## src/rtl/vga_timing_gen_pkg.sv

```systemverilog
// Shared constants for the raster timing generator: mode constant sets
// (640x480@60 default, 800x600@60), sync polarity encodings and a small
// helper that maps an "inside sync" flag onto the configured pin level.
// Optional feature macro: VGA_TIMING_FRAME_CNT_EN (frame counter output).
package vga_timing_gen_pkg;

  // Sync polarity encodings: the level the sync pin takes while active.
  localparam bit SYNC_ACTIVE_LOW  = 1'b0;
  localparam bit SYNC_ACTIVE_HIGH = 1'b1;

  // One complete video mode: per-axis segment lengths plus sync polarities.
  typedef struct packed {
    int h_display;
    int h_front;
    int h_sync;
    int h_back;
    int v_display;
    int v_bottom;
    int v_sync;
    int v_top;
    bit h_pol;
    bit v_pol;
  } vga_mode_t;

  // 640x480@60, 25.175 MHz pixel clock, negative syncs.
  localparam vga_mode_t MODE_640X480_60 = '{
    h_display: 640, h_front: 16, h_sync: 96, h_back: 48,
    v_display: 480, v_bottom: 10, v_sync: 2, v_top: 33,
    h_pol: SYNC_ACTIVE_LOW, v_pol: SYNC_ACTIVE_LOW
  };

  // 800x600@60, 40 MHz pixel clock, positive syncs.
  localparam vga_mode_t MODE_800X600_60 = '{
    h_display: 800, h_front: 40, h_sync: 128, h_back: 88,
    v_display: 600, v_bottom: 1, v_sync: 4, v_top: 23,
    h_pol: SYNC_ACTIVE_HIGH, v_pol: SYNC_ACTIVE_HIGH
  };

  // Pin level for a sync signal: the polarity value while active, its
  // complement otherwise.
  function automatic logic sync_level(input logic active, input bit pol);
    return active ? pol : ~pol;
  endfunction

endpackage

```

## src/rtl/vga_timing_gen_axis_counter.sv

```systemverilog
// Generic wrap counter used for both raster axes (module vga_axis_counter).
// Counts 0..max while en is high; wrap flags the enabled step that returns
// the count to zero, so it can directly enable the next axis.
module vga_axis_counter #(
  parameter int W = 10
) (
  input  logic         clk,
  input  logic         reset,
  input  logic         en,
  input  logic [W-1:0] max,
  output logic [W-1:0] cnt,
  output logic         wrap
);

  logic [W-1:0] r_cnt;
  logic         w_at_max;

  assign w_at_max = (r_cnt == max);
  assign wrap     = en && w_at_max;
  assign cnt      = r_cnt;

  // Advance on en, returning to zero after max.
  always_ff @(posedge clk or negedge reset) begin
    // NOTE: sequential state uses non-blocking assignments so every register
    // samples pre-edge values regardless of process evaluation order.
    if (!reset) begin
      r_cnt <= '0;
    end else if (en) begin
      r_cnt <= w_at_max ? '0 : r_cnt + 1'b1;
    end
  end

endmodule

```

## src/rtl/vga_timing_gen.sv

```systemverilog
// Parametrised raster timing generator. Two axis counters track the
// pixel being generated; a decode stage turns (hcnt,vcnt) into sync, blank
// and strobe flags, and one output register bank captures all of them on
// the same pix_ce so every output describes one pixel (latency 1 pix_ce).
// Optional feature macro: VGA_TIMING_FRAME_CNT_EN adds a 16-bit frame_cnt
// output that increments in the update that asserts frame_start.
module vga_timing_gen
  import vga_timing_gen_pkg::*;
#(
  parameter int HW        = 10,
  parameter int VW        = 10,
  parameter int H_DISPLAY = MODE_640X480_60.h_display,
  parameter int H_FRONT   = MODE_640X480_60.h_front,
  parameter int H_SYNC    = MODE_640X480_60.h_sync,
  parameter int H_BACK    = MODE_640X480_60.h_back,
  parameter int V_DISPLAY = MODE_640X480_60.v_display,
  parameter int V_BOTTOM  = MODE_640X480_60.v_bottom,
  parameter int V_SYNC    = MODE_640X480_60.v_sync,
  parameter int V_TOP     = MODE_640X480_60.v_top,
  parameter bit H_POL     = MODE_640X480_60.h_pol,
  parameter bit V_POL     = MODE_640X480_60.v_pol
) (
  input  logic          clk,
  input  logic          reset,
  input  logic          pix_ce,
  output logic          hsync,
  output logic          vsync,
  output logic          display_on,
  output logic          hblank,
  output logic          vblank,
  output logic [HW-1:0] hpos,
  output logic [VW-1:0] vpos,
  output logic          line_start,
  output logic          frame_start
`ifdef VGA_TIMING_FRAME_CNT_EN
  ,
  output logic [15:0]   frame_cnt
`endif
);

  localparam int H_TOTAL = H_DISPLAY + H_FRONT + H_SYNC + H_BACK;
  localparam int V_TOTAL = V_DISPLAY + V_BOTTOM + V_SYNC + V_TOP;

  // One extra bit so the sync end boundary (which may equal 2^HW) fits.
  localparam int HC = HW + 1;
  localparam int VC = VW + 1;

  localparam logic [HW-1:0] H_MAX      = HW'(H_TOTAL - 1);
  localparam logic [VW-1:0] V_MAX      = VW'(V_TOTAL - 1);
  localparam logic [HC-1:0] H_DISP_END = HC'(H_DISPLAY);
  localparam logic [HC-1:0] H_SYNC_BEG = HC'(H_DISPLAY + H_FRONT);
  localparam logic [HC-1:0] H_SYNC_END = HC'(H_DISPLAY + H_FRONT + H_SYNC);
  localparam logic [VC-1:0] V_DISP_END = VC'(V_DISPLAY);
  localparam logic [VC-1:0] V_SYNC_BEG = VC'(V_DISPLAY + V_BOTTOM);
  localparam logic [VC-1:0] V_SYNC_END = VC'(V_DISPLAY + V_BOTTOM + V_SYNC);

  // Reject geometries the counters cannot represent or that have no sync.
  if (H_TOTAL > (1 << HW)) begin : g_h_total_chk
    $error("vga_timing_gen: H_TOTAL %0d does not fit in HW=%0d bits", H_TOTAL, HW);
  end
  if (V_TOTAL > (1 << VW)) begin : g_v_total_chk
    $error("vga_timing_gen: V_TOTAL %0d does not fit in VW=%0d bits", V_TOTAL, VW);
  end
  if (H_SYNC < 1) begin : g_h_sync_chk
    $error("vga_timing_gen: H_SYNC must be at least 1");
  end
  if (V_SYNC < 1) begin : g_v_sync_chk
    $error("vga_timing_gen: V_SYNC must be at least 1");
  end

  logic [HW-1:0] w_hcnt;
  logic [VW-1:0] w_vcnt;
  logic          w_hwrap;
  logic          w_unused_vwrap;  // end-of-frame step; decode keys off (0,0) instead

  logic w_hsync;
  logic w_vsync;
  logic w_hblank;
  logic w_vblank;
  logic w_display_on;
  logic w_line_start;
  logic w_frame_start;

  logic          r_hsync;
  logic          r_vsync;
  logic          r_display_on;
  logic          r_hblank;
  logic          r_vblank;
  logic [HW-1:0] r_hpos;
  logic [VW-1:0] r_vpos;
  logic          r_line_start;
  logic          r_frame_start;

  vga_axis_counter #(.W(HW)) u_hcnt (
    .clk   (clk),
    .reset (reset),
    .en    (pix_ce),
    .max   (H_MAX),
    .cnt   (w_hcnt),
    .wrap  (w_hwrap)
  );

  // The line counter steps once per completed line.
  vga_axis_counter #(.W(VW)) u_vcnt (
    .clk   (clk),
    .reset (reset),
    .en    (w_hwrap),
    .max   (V_MAX),
    .cnt   (w_vcnt),
    .wrap  (w_unused_vwrap)
  );

  // Decode the pixel the counters currently point at.
  always_comb begin
    // NOTE: every always_comb output gets a default first so no path can
    // leave it unassigned and infer a latch.
    w_hsync       = ~H_POL;
    w_vsync       = ~V_POL;
    w_hblank      = 1'b0;
    w_vblank      = 1'b0;
    w_display_on  = 1'b0;
    w_line_start  = 1'b0;
    w_frame_start = 1'b0;

    w_hsync  = sync_level(({1'b0, w_hcnt} >= H_SYNC_BEG) && ({1'b0, w_hcnt} < H_SYNC_END), H_POL);
    w_vsync  = sync_level(({1'b0, w_vcnt} >= V_SYNC_BEG) && ({1'b0, w_vcnt} < V_SYNC_END), V_POL);
    w_hblank = ({1'b0, w_hcnt} >= H_DISP_END);
    w_vblank = ({1'b0, w_vcnt} >= V_DISP_END);
    w_display_on  = !w_hblank && !w_vblank;
    w_line_start  = (w_hcnt == '0);
    w_frame_start = w_line_start && (w_vcnt == '0);
  end

  // Capture the whole decoded pixel at once; hold everything while pix_ce=0.
  always_ff @(posedge clk or negedge reset) begin
    if (!reset) begin
      r_hsync       <= ~H_POL;
      r_vsync       <= ~V_POL;
      r_display_on  <= 1'b0;
      r_hblank      <= 1'b0;
      r_vblank      <= 1'b0;
      r_hpos        <= '0;
      r_vpos        <= '0;
      r_line_start  <= 1'b0;
      r_frame_start <= 1'b0;
    end else if (pix_ce) begin
      r_hsync       <= w_hsync;
      r_vsync       <= w_vsync;
      r_display_on  <= w_display_on;
      r_hblank      <= w_hblank;
      r_vblank      <= w_vblank;
      r_hpos        <= w_hcnt;
      r_vpos        <= w_vcnt;
      r_line_start  <= w_line_start;
      r_frame_start <= w_frame_start;
    end
  end

  assign hsync       = r_hsync;
  assign vsync       = r_vsync;
  assign display_on  = r_display_on;
  assign hblank      = r_hblank;
  assign vblank      = r_vblank;
  assign hpos        = r_hpos;
  assign vpos        = r_vpos;
  assign line_start  = r_line_start;
  assign frame_start = r_frame_start;

`ifdef VGA_TIMING_FRAME_CNT_EN
  logic [15:0] r_frame_cnt;

  // Count frames in the same update that raises frame_start.
  always_ff @(posedge clk or negedge reset) begin
    if (!reset) begin
      r_frame_cnt <= '0;
    end else if (pix_ce && w_frame_start) begin
      r_frame_cnt <= r_frame_cnt + 16'd1;
    end
  end

  assign frame_cnt = r_frame_cnt;
`endif

endmodule

```

## config.mk

```make
export PLATFORM = sky130hd
export DESIGN_NAME = vga_timing_gen
export DESIGN_NICKNAME = d
export VERILOG_FILES = /design/src/rtl/vga_timing_gen_pkg.sv /design/src/rtl/vga_timing_gen_axis_counter.sv /design/src/rtl/vga_timing_gen.sv
export SDC_FILE = /design/constraint.sdc
export NUM_CORES = 1
export LEC_CHECK = 0
export ABC_AREA = 0
export CORE_MARGIN = 2
export CORE_UTILIZATION = 49
export CTS_CLUSTER_DIAMETER = 200
export DETAILED_ROUTE_END_ITERATION = 8
export GPL_TIMING_DRIVEN = 0
export HOLD_SLACK_MARGIN = 0.02
export MAX_ROUTING_LAYER = met4
export PLACE_DENSITY = 0.75
export SYNTH_ARGS = -nofsm -noshare
export SYNTH_HDL_FRONTEND = slang
export SYNTH_HIERARCHICAL = 1
export SYNTH_SLANG_ARGS = --single-unit
```

## constraint.sdc

```tcl
create_clock -name clk -period 2.31 [get_ports clk]
set_input_delay 0.231 -clock clk [delete_from_list [all_inputs] [get_ports clk]]
set_output_delay 0.231 -clock clk [all_outputs]
set_load 0.01 [all_outputs]
```

* Yosys cells after proc, flatten, opt, wreduce, memory -nomap -nowiden *
Index checks and enable logic that the tools add are counted.

word-level totals
  logic and storage cells = 34
  output and inout port bits = 27
  flip-flop bits (word level) = 47

operators by class
  eq/ne operators = 2
  order comparisons = 6
  multiplexer cells = 4
  add/sub/neg operators = 2
  reduce and logical (&&, ||, !) cells = 9

operators with widths
  cell                                                          count
  adder 10 x 1 -> 10 bit (second input constant)                2
  == test 10 bit (second input constant)                        2
  >= comparator 10 bit (second input constant)                  2
  >= comparator 10 x 9 -> 1 bit (second input constant)         2
  logical NOT 10 bit                                            2
  2-to-1 mux 10 bit                                             2
  less-than comparator 10 bit (second input constant)           1
  less-than comparator 10 x 9 -> 1 bit (second input constant)  1
  logical AND 1 bit                                             5
  logical NOT 1 bit                                             2
  2-to-1 mux 1 bit                                              2

* Logic depth before layout (Yosys ltp) *
Gate-level depths: netlist of the first run.

  depth in word-level cells = 3
  mapped depth = 9
  depth with buffers taken out = 7

* Modules after synthesis *
Netlist of the first run, hierarchy kept.

modules (own cells, without submodules)
  module            sequential area each (sq um)  cells each  area an instance (sq um)  instances
  vga_axis_counter  250.2                         62          610.6                     2
  vga_timing_gen    678.2                         81          1106.1                    1

* Worst setup path before layout of the first run *
Ideal clock, no wire load.

  path type = reg-to-reg
  start = register u_hcnt.r_cnt[5] (netlist: u_hcnt/cnt[5])
  end = register u_vcnt.r_cnt[1] (netlist: u_vcnt/cnt[1])
  period minus slack after synthesis = 2.166 ns
  required time = 2.173 ns
  stages on the path, launching flop included = 8
  buffers on the path = 1
  setup time = 0.137 ns
  arrival = 2.028 ns
  slack = 0.144 ns
  cell sequence = dfrtp_1 xnor2_1 nand4_1 nor4_4 buf_2 inv_1 nor4_4 nor2_1

on the way
  longest elaborated chain between the ends = 2

RTL lines
  what                    RTL line                           RTL
  from (decl)             vga_timing_gen_axis_counter.sv:15  logic [W-1:0] r_cnt;
  from (signal assigned)  vga_timing_gen_axis_counter.sv:29  r_cnt <= w_at_max ? '0 : r_cnt + 1'b1;
  == test 10 bit          vga_timing_gen_axis_counter.sv:18  assign w_at_max = (r_cnt == max);
  logical AND 1 bit       vga_timing_gen_axis_counter.sv:19  assign wrap = en && w_at_max;
  net w_hwrap             vga_timing_gen.sv:73               logic w_hwrap;
  to (signal assigned)    vga_timing_gen_axis_counter.sv:29
  to (decl)               vga_timing_gen_axis_counter.sv:15

The timed path passes the listed nets, and every way through them passes these cells.
A chain may end at the register's enable or synchronous reset.

* Worst setup path in the final report of the first run *
  start = register u_hcnt.r_cnt[7] (netlist: u_hcnt/cnt[7])
  end = register u_vcnt.r_cnt[8] (netlist: u_vcnt/cnt[8])

Same word-level chain as after synthesis.

==> results list, run 1 <==
* Synthesized instance count: 205
* Slowest CP cell: sky130_fd_sc_hd__dfrtp_1
* Worst slew margin relative to its limit: 60.04%
- Run status: complete, no violations
* Setup Total Neg Slack: 0 ps
- For this run, the number of Yosys warnings is 6.
* Share of the clock period used by the worst path: 92.87%
* Most common cell after layout, fill and taps aside: sky130_fd_sc_hd__dfrtp_1
- The tool flagged a number of max-cap violations equal to 0.
* Final setup violation count: 0
- TritonCTS built the clock tree.
- Measured in cells, the most critical reg-to-reg path has a length of 8.
- The first global-routing pass estimated 7879 um of wire.
- The clock passes through at most 2 buffers.
* Hold Vio Cnt, Final: 0
* Register-to-Register Setup Slack: 160 ps
* Dominant synthesized flop cell: sky130_fd_sc_hd__dfrtp_1
- Post-synthesis sequential element count: 47
- Initial antenna violation count: 0
- The wire-length estimate of the detail-placed layout is 3278 um.
- Crit start category: register
- After clock tree synthesis, the clock-pin slew on the worst setup and hold paths is 90 ps.
- Leakage dissipation: 1.293 nW
* Number of detailed-routing iterations run before antenna repair: 4
- Worst vdd rail ir drop: 0.3111 mV
* Sum of overflow across all layers after global routing: 0
* Count of cell instances traversed by the critical path: 8
- Signal routing reaches up to met4.
* Final antenna diode count: 0
- Most prevalent standard cell on the critical path: sky130_fd_sc_hd__xnor2_1
- DR vias: 1657
* Maximum clock rate: 466.1 MHz
- Start point of the critical path: u_hcnt/cnt[7]$_DFFE_PN0P_
- Global routing used 20.01% of the available tracks.
* Total count of max-transition violations in the final report: 0
- In this run the worst setup path terminates at u_vcnt/cnt[8]$_DFFE_PN0P_.
- Top-level I/O count: 30
- Initial cell density of the core: 49.93%
- Die H: 72.92 um
* Clock buffer count from CTS: 5
* Detail-routed net length per standard cell: 14.32 um
* Initial DRC count: 76
- The clock drives 47 sinks.
* RSZ-0062 raised after global routing: false
* WL met3: 126 um
* Critical path's largest stage delay: 480 ps
- Critical path arrival: 2340 ps
- Top fanout value on the critical path: 10
- For this run, the post-layout net count is 269.
- Area of the die: 0.005317 mm2
- Worst Setup End Kind: register
- Power spread over the standard cell area amounts to 707.4 mW/mm2.
- The tree is rooted in a sky130_fd_sc_hd__clkbuf_8.
- The count of buffers added on input and output ports is 29.
- For the worst-skew pair, the clock arrives at the later sink with an insertion delay of 300 ps.
- The number of buffers and inverters on the critical path is 1.
- Maximum number of pins on one net before global-route repair: 25
- In the synthesized netlist the async set-or-reset flop fraction comes to 100.0%.
* Placeable core region: 0.004661 mm2
- The tightest min-delay check is of the in2async type.
- Hold WS: 469.5 ps
- Startpoint of the worst register-to-register path: u_hcnt/cnt[7]$_DFFE_PN0P_
- Clock Skews: 7.523 ps
* Worst Setup Slack, final: 164.6 ps
- Prior to clock tree synthesis, the placed netlist has a worst setup slack of -772.6 ps.
* Avg Inst Size Synth: 11.35 um2
- H-Tree Level Count: 2
- End of the worst register-to-register path: u_vcnt/cnt[8]$_DFFE_PN0P_
- The top cell types in the final layout, fill and taps aside, are 45 x sky130_fd_sc_hd__dfrtp_1, 27 x sky130_fd_sc_hd__clkdlybuf4s50_1, 24 x sky130_fd_sc_hd__xnor2_1.
- In this run, distinct cell masters in the synthesized netlist total 32.
- Wires add up to 4569 um.
- Share of cells above drive strength 1: 18.11%
- The via count of the first global-routing pass came to 1650.
- Delay-heaviest family, CP: simple AND/OR/NAND/NOR gates
* Minimum clock period after layout: 2145 ps
- Yosys mapped a number of flops with a built-in enable equal to 0.
- The congestion estimate from routability-driven global placement came to 0.8246.
- The detail route stage leaves a number of antenna-violating nets equal to 0.
- Routed wl met2: 2441 um
- The worst setup path is of the reg2reg kind.
- Die span in x: 72.92 um
* Via density per instance: 5.194
* Transition time at the pin with the least slew margin: 599.4 ps
- # DRC: 0
- Area added between synthesis and finish: 24.52%
- Data on the critical path is required at its endpoint by 2500 ps.
* DRT met1 WL: 1955 um
- After floorplanning, the core was divided into 25 placement rows.
- Walking the worst path, the cells encountered are xnor2_1 -> nand4_1 -> nor4_4 -> buf_4 -> and4_1 -> nor2b_1 -> xnor2_1 -> nor2_1.
- Post-synthesis instance area: 0.002327 mm2
- Proportion of synthesized chip area in sequential cells: 50.65%
## synthesized netlist by cell type, drive strengths merged (4+ instances only)
library cell	number	area, um2
nor4	5	61.31
nand3	6	30.03
nor2	23	86.33
xor2	12	105.1
xnor2	24	210.2
buf	5	30.02
nor3	4	20.02
and4	4	37.54
inv	7	26.28
mux2	21	236.5
nand4	13	81.33
dfrtp	45	1126
nand2	8	30.03
## routing by layer
layer | vias up | GRT usage (%)
met4 | 0 | 4.527
met2 | 25 | 33.74
met3 | 5 | 4.282
met1 | 815 | 24.80
li1 | 812 | -
met5 | - | -
## repair_timing
| item | 4_1_cts | 5_1_grt |
|---|---|---|
| setup buffers | 3 | 0 |
| hold buffers | 1 | 0 |
| endpoints found under the setup margin | 9 | 9 |
| resized for setup | 0 | 2 |
| pin swaps | 2 | 1 |
| hold endpoints to repair | 21 | 0 |
## through the flow
step	utilization [%]	cell area (um2)	std cells	total power [mW]
after global routing	62.17	2898	319	2.179
final	62.17	2898	319	2.050
after detailed placement	59.54	2775	307	1.589
after CTS	62.07	2893	319	2.086
after floorplan	-	2395	223	1.360
after global placement	59.06	2753	306	1.558
## where the power goes
group | internal, mW | switching, mW | leakage, nW | total [mW]
Combinational | 0.275 | 0.216 | 0.639 | 0.491
Clock | 0.212 | 0.267 | 0.0412 | 0.479
Sequential | 0.932 | 0.148 | 0.613 | 1.08
Total | 1.42 | 0.632 | 1.29 | 2.05
## flip-flops by register name (all words and copies together), names as in the netlist
register     count
u_hcnt/cnt      10
line_start       1
hblank           1
frame_start      1
vsync            1
u_vcnt/cnt      10
vpos            10
hpos            10
vblank           1
display_on       1
hsync            1
## cells by family (layout without fill, tap and decap cells)
kind of cell | after synthesis | count (layout) | share of synthesized area, %
AOI/OAI and AO/OA | 11 | 11 | 3.333
xor gates and xnor gates | 36 | 36 | 13.55
adders and majority gates | 2 | 2 | 1.075
buffers and inverters | 14 | 56 | 2.849
DFF | 47 | 47 | 50.65
muxes | 23 | 23 | 11.02
other | 2 | 20 | 0.3227
and+or+nand+nor | 70 | 70 | 17.20
## worst min-delay path by stage
| stage | from | end | slack [ps] | cells after the start |
|---|---|---|---|---|
| global route | hsync$_DFFE_PN1P_ | hsync$_DFFE_PN1P_ | 500 | 2 |
| finish | reset | hpos[3]$_DFFE_PN0P_ | 470 | 2 |
| global placement | vblank$_DFFE_PN0P_ | vblank$_DFFE_PN0P_ | 470 | 1 |
| floorplan | reset | display_on$_DFFE_PN0P_ | -60 | 0 |
| detailed placement | reset | u_hcnt/cnt[0]$_DFFE_PN0P_ | 270 | 1 |
| CTS | reset | hpos[3]$_DFFE_PN0P_ | 480 | 2 |
## cell type report
type                            instances  area [um2]
Fill cell                             385        1763
Tap cell                               54       67.56
Clock inverter                          2       12.51
Buffer                                  7       42.54
Clock buffer                            6       72.57
Inverter                                7       26.28
Timing Repair Buffer                   34       347.8
Multi-Input combinational cell        162        1150
Sequential cell                        47        1179
No activity file was read; power rests on OpenSTA's default activity.
==> run 2: changes to the inputs <==
CORE_UTILIZATION = 45   (was 49)
PLACE_DENSITY = 0.7   (was 0.75)
==> run 2 against run 1 <==
Clock-buffer cell count is 1 higher. Sequential power hardly changed. First-iteration DRC count is 1.3% higher.
==> results list, run 2 (same netlist as run 1, synthesis figures left out) <==
- The run finished with clean final reports.
- Setup violations remaining at the end of the flow were counted as 0.
- Clock transition at path regs: 80 ps
- Measured in cells, the most critical reg-to-reg path has a length of 8.
- The via count of the first global-routing pass is 1558.
- Pin placement for this block handled 30 I/O pins.
- IR analysis of the VDD net gives a maximum drop of 0.2936 mV.
- By startpoint and endpoint, the worst setup path is classified as reg2reg.
* Area of the die: 0.005763 mm2
- The floorplan has 26 rows.
- Buffers placed on the I/O ports in this run total 29.
- Final antenna diode count: 0
* Maximum number of pins on one net before global-route repair: 34
- Clock Skews: 6.083 ps
- Leakage dissipation: 1.273 nW
* Max-cap viol count: 0
- Of all nets on the critical path, the largest fanout is 10.
- The detailed router finished its first iteration with 77 violations.
* Worst Setup End Kind: register
- For the worst-skew pair, the clock arrives at the later sink with an insertion delay of 300 ps.
* Share of the clock period used by the worst path: 93.12%
* Count of cell instances traversed by the critical path: 8
- The longest clock path from root to sink contains 2 buffers.
* CTS tree: done
- The final route contains 1641 vias.
- Critical path arrival: 2340 ps
- Start point of the critical path: u_hcnt/cnt[7]$_DFFE_PN0P_
- HP Class: in2async
- In this run the power density over the cells is 705.7 mW/mm2.
* Maximum clock rate: 464.9 MHz
- Place WS: -722.7 ps
* Total count of max-transition violations in the final report: 0
- Placeable core region: 0.005042 mm2
* RSZ-0062 raised after global routing: false
- STA classifies the critical path startpoint as a register.
- Remaining number of nets flagged by the antenna check after routing: 0
- Dpl hpwl: 3233 um
- Worst endpoint required time: 2500 ps
* # DRC: 0
* Most common cell after layout, fill and taps aside: sky130_fd_sc_hd__dfrtp_1
- Root Buffer Master: sky130_fd_sc_hd__clkbuf_8
- Minimum clock period after layout: 2151 ps
* Die span in x: 75.92 um
- Setup slack on the critical path of the routed design comes to 159.0 ps.
* Area added between synthesis and finish: 24.57%
* Total wirelength of the detailed-routed design: 4547 um
* Number of sinks driven by the clock tree: 47
- The first global-routing pass estimated 7755 um of wire.
- Initial antenna violation count: 0
* Share of cells above drive strength 1: 18.18%
- Startpoint of the worst register-to-register path: u_hcnt/cnt[7]$_DFFE_PN0P_
- Cell breakdown of the critical path: xnor2_1 -> nand4_1 -> nor4_4 -> clkbuf_4 -> inv_1 -> nor4_4 -> buf_4 -> nor2_1
- Pwr Total: 2.046 mW
- Buffers & Inverters on Critical Path: 3
- Leaving out fill and tap cells, the most frequent cells in the layout are 43 x sky130_fd_sc_hd__dfrtp_1, 28 x sky130_fd_sc_hd__clkdlybuf4s50_1, 24 x sky130_fd_sc_hd__xnor2_1.
- Global routing usage summed across all routing layers: 17.08%
- In the final routed layout, each cell accounts on average for 13.61 um.
- The total overflow left after global routing is 0.
- In the final design database the tool counted 268 nets.
- Final hold analysis gives a worst-case slack of 361.2 ps.
* Slowest CP cell: sky130_fd_sc_hd__dfrtp_1
- Number of detailed-routing iterations run before antenna repair: 4
* Via density per instance: 4.913
- Hold Vio Cnt, Final: 0
- The congestion estimate from routability-driven global placement came to 0.8068.
* H-Tree Level Count: 2
* Delay-heaviest family, CP: simple AND/OR/NAND/NOR gates
* Clock buffer count from CTS: 5
- Initial cell density of the core: 46.15%
- Die H: 75.92 um
- The most numerous cell type found on the critical path is sky130_fd_sc_hd__nor4_4.
- Critical path's largest stage delay: 470 ps
run 2: path summary, 6_finish.rpt:
check / slack (ps) / end
worst min-delay path: 360 / hpos[6]$_DFFE_PN0P_
worst max-delay path: 160 / u_vcnt/cnt[5]$_DFFE_PN0P_
worst min register to register: 490 / vblank$_DFFE_PN0P_
max in group asynchronous: 1400 / vsync$_DFFE_PN1P_
min in group clk: 490 / vblank$_DFFE_PN0P_
worst max register to register: 160 / u_vcnt/cnt[5]$_DFFE_PN0P_
run 2: routing by layer:
metal,track usage (%),wire length [um],vias up
li1,-,-,812
met1,23.23,2152,793
met2,26.16,2156,29
met3,2.857,167,7
met4,6.000,70,0
met5,-,0,-
run 2: metrics by stage:
stage,instances,setup TNS [ps],util [%],area (um2)
finish,334,0,57.49,2899
floorplan,223,0,-,2395
global route,334,0,57.49,2899
CTS,333,0,57.25,2887
global placement,322,-19880,54.99,2773
detailed placement,323,-6447,55.29,2788
run 2: layout make-up:
cell class	instances	area [um2]
Tap cell	70	87.58
Timing Repair Buffer	33	330.3
Buffer	7	42.54
Clock buffer	7	76.32
Clock inverter	1	5.005
Sequential cell	47	1181
Multi-Input combinational cell	162	1150
Inverter	7	26.28
Fill cell	452	2143
run 2: repair_timing:
item	4_1_cts	5_1_grt
hold buffers	1	0
endpoints found under the setup margin	9	9
resized for setup	0	3
hold endpoints to repair	13	0
setup buffers	1	1
pin swaps	2	1
run 2: power breakdown:
part	switching, mW	internal [mW]
clock network	0.266	0.213
logic	0.211	0.273
registers	0.148	0.935
==> run 3: changes to the inputs <==
clock period = 1.9 ns   (was 2.31 ns; I/O delays follow)
==> run 3 against run 2 <==
Via count rose by 4.5%. Clock power grew 24%. First-iteration DRC count is 32% higher. Clock-buffer cell count unchanged. Wire length up 8.8%. Critical endpoint is now u_vcnt/cnt[9]$_DFFE_PN0P_.
==> results list, run 3 (same netlist as run 1, synthesis figures left out) <==
* Critical path's largest stage delay: 430 ps
- Routability congestion estimate: 0.7877
* Initial DRC count: 102
- # DRC: 0
- Input and output buffers added on the ports amount to 29.
- Maximum number of pins on one net before global-route repair: 26
- Root Buffer Master: sky130_fd_sc_hd__clkbuf_8
* Top fanout value on the critical path: 2
* Startpoint of the worst register-to-register path: u_hcnt/cnt[7]$_DFFE_PN0P_
* Final setup violation count: 0
- The count of nets left with antenna violations once routing finished came out at 0.
- The number of endpoints with negative hold slack in the final report came to 0.
- After detailed placement, the total cell area comes to 0.002819 mm2.
- The run finished with clean final reports.
- Via count of the first global-routing pass: 1676
- The largest individual stage delay along the critical path comes from the cell sky130_fd_sc_hd__dfrtp_2.
* First-pass GRT wire length: 8204 um
- Critical path arrival: 2090 ps
- Worst endpoint required time: 2130 ps
* Number of buffers on the longest clock path: 2
* Cell breakdown of the critical path: xnor2_1 -> nand4_1 -> nor4_4 -> buf_4 -> and4_1 -> nand4_1 -> xor2_1 -> nor2_1
- Max-cap viol count: 0
* Sum of overflow across all layers after global routing: 0
* Leakage dissipation: 1.341 nW
- Fill cells in the final layout number 422.
* Register-to-Register Setup Slack: 40 ps
- Most common cell after layout, fill and taps aside: sky130_fd_sc_hd__dfrtp_1
- H-Tree Level Count: 2
* Area added between synthesis and finish: 31.99%
* Placeable core region: 0.005042 mm2
- Area of the die: 0.005763 mm2
- The worst-case IR drop observed on VDD is 0.4694 mV.
- Crit start category: register
- The routed layout has 1715 vias.
- Critical path class: reg2reg
- From left edge to right edge, the die measures 75.92 um.
* Total count of max-transition violations in the final report: 0
* Worst Setup End Kind: register
* Maximum clock rate: 538.1 MHz
* Hold WS: 388.1 ps
* Worst-case reg-to-reg path depth: 8
- In the final timing run, aggregate negative setup slack is 0 ps.
- Detail-routed net length per standard cell: 14.13 um
* Initial antenna violation count: 0
- The clock arrives with 16.01 ps of skew.
- In this run the core area contains 26 standard-cell rows.
- Clock latency of the later-clocked register in the worst-skew pair: 300 ps
- Initial cell density of the core: 46.15%
* Minimum clock period after layout: 1858 ps
- Leaving out fill and tap cells, the most frequent cells in the layout are 36 x sky130_fd_sc_hd__dfrtp_1, 27 x sky130_fd_sc_hd__clkdlybuf4s50_1, 23 x sky130_fd_sc_hd__nor2_1, 23 x sky130_fd_sc_hd__xnor2_1, 21 x sky130_fd_sc_hd__mux2_2.
- Share of cells above drive strength 1: 27.14%
- Setup repair after global routing could not meet its margin everywhere.
- Total wirelength of the detailed-routed design: 4945 um
- The number of antenna diodes in the final layout is 0.
- Most prevalent standard cell on the critical path: sky130_fd_sc_hd__nand4_1
* End of the worst register-to-register path: u_vcnt/cnt[9]$_DFFE_PN0P_
- Top-level I/O count: 30
- Die H: 75.92 um
* Number of sinks driven by the clock tree: 47
- Via density per instance: 4.900
- Worst slew margin relative to its limit: 64.39%
- Counting the buffers created by CTS gives 5.
- Global routing consumed, over all layers together, 18.30% of the routing resources.
- Dpl hpwl: 3259 um
* Ratio of total power to cell area: 873.2 mW/mm2
- At the pin with the least slew margin, the transition time is 534.1 ps.
* CTS tree: done
- After clock tree synthesis, the clock-pin slew on the worst setup and hold paths is 90 ps.
- Final-stage net count: 284
- Number of detailed-routing iterations run before antenna repair: 4
- Area of all placed cells without fillers: 0.003072 mm2
- HP Class: in2async
* Share of the clock period used by the worst path: 97.81%
-- run 3: report_power, final --
part           switching (mW)  internal, mW
clock network           0.333         0.259
logic                   0.377         0.461
registers               0.109          1.14
total                   0.818          1.86
-- run 3: per-stage QoR --
| step | cells | total power, mW | util [%] | setup WS (ps) |
|---|---|---|---|---|
| global route | 350 | 2.835 | 60.92 | -43.24 |
| CTS | 345 | 2.634 | 59.98 | -30.47 |
| detailed placement | 323 | 1.959 | 55.91 | -792.6 |
| finish | 350 | 2.682 | 60.92 | 41.57 |
| floorplan | 223 | 1.685 | - | 0.7058 |
| global placement | 322 | 1.932 | 55.61 | -849.6 |
-- run 3: metal layers --
layer | up-vias | routed length [um] | global-route usage [%]
met3 | 6 | 222 | 4.048
met4 | 0 | 59 | 6.000
met5 | - | 0 | -
met2 | 42 | 2346 | 28.57
li1 | 843 | - | -
met1 | 824 | 2316 | 23.98
-- run 3: cell type report --
type	instances	area (um2)	share of cell area, %
Buffer	6	47.55	1.548
Clock buffer	7	76.32	2.485
Clock inverter	1	5.005	0.1629
Inverter	7	26.28	0.8554
Multi-Input combinational cell	162	1175	38.25
Sequential cell	47	1190	38.74
Tap cell	70	87.58	2.851
Timing Repair Buffer	50	464.2	15.11
-- run 3: worst max-delay path by stage --
stage / start / end / slack [ps] / cells past startpoint
after global routing: u_hcnt/cnt[4]$_DFFE_PN0P_ / u_vcnt/cnt[9]$_DFFE_PN0P_ / -40 / 9
after CTS: u_hcnt/cnt[7]$_DFFE_PN0P_ / u_vcnt/cnt[8]$_DFFE_PN0P_ / -30 / 8
final: u_hcnt/cnt[7]$_DFFE_PN0P_ / u_vcnt/cnt[9]$_DFFE_PN0P_ / 40 / 8
after floorplan: u_hcnt/cnt[6]$_DFFE_PN0P_ / u_vcnt/cnt[7]$_DFFE_PN0P_ / 0.7 / 8
after global placement: reset / u_hcnt/cnt[5]$_DFFE_PN0P_ / -850 / 1
after detailed placement: pix_ce / u_vcnt/cnt[3]$_DFFE_PN0P_ / -790 / 8
-- run 3: what timing repair did --
| item | 4_1_cts | 5_1_grt |
|---|---|---|
| buffers inserted | 13 | 6 |
| hold endpoints to repair | 20 | 0 |
| setup endpoints to repair | 10 | 9 |
| gates resized for setup | 11 | 4 |
| hold buffers | 1 | 0 |
| pin swaps | 4 | 3 |
-- run 3: worst max-delay path: cells and delay by family (launching register included) --
| kind | cells | cell delay, ps |
|---|---|---|
| buffers and inverters | 1 | 170 |
| flip-flops | 1 | 430 |
| XOR/XNOR | 2 | 300 |
| AND/OR/NAND/NOR | 5 | 900 |
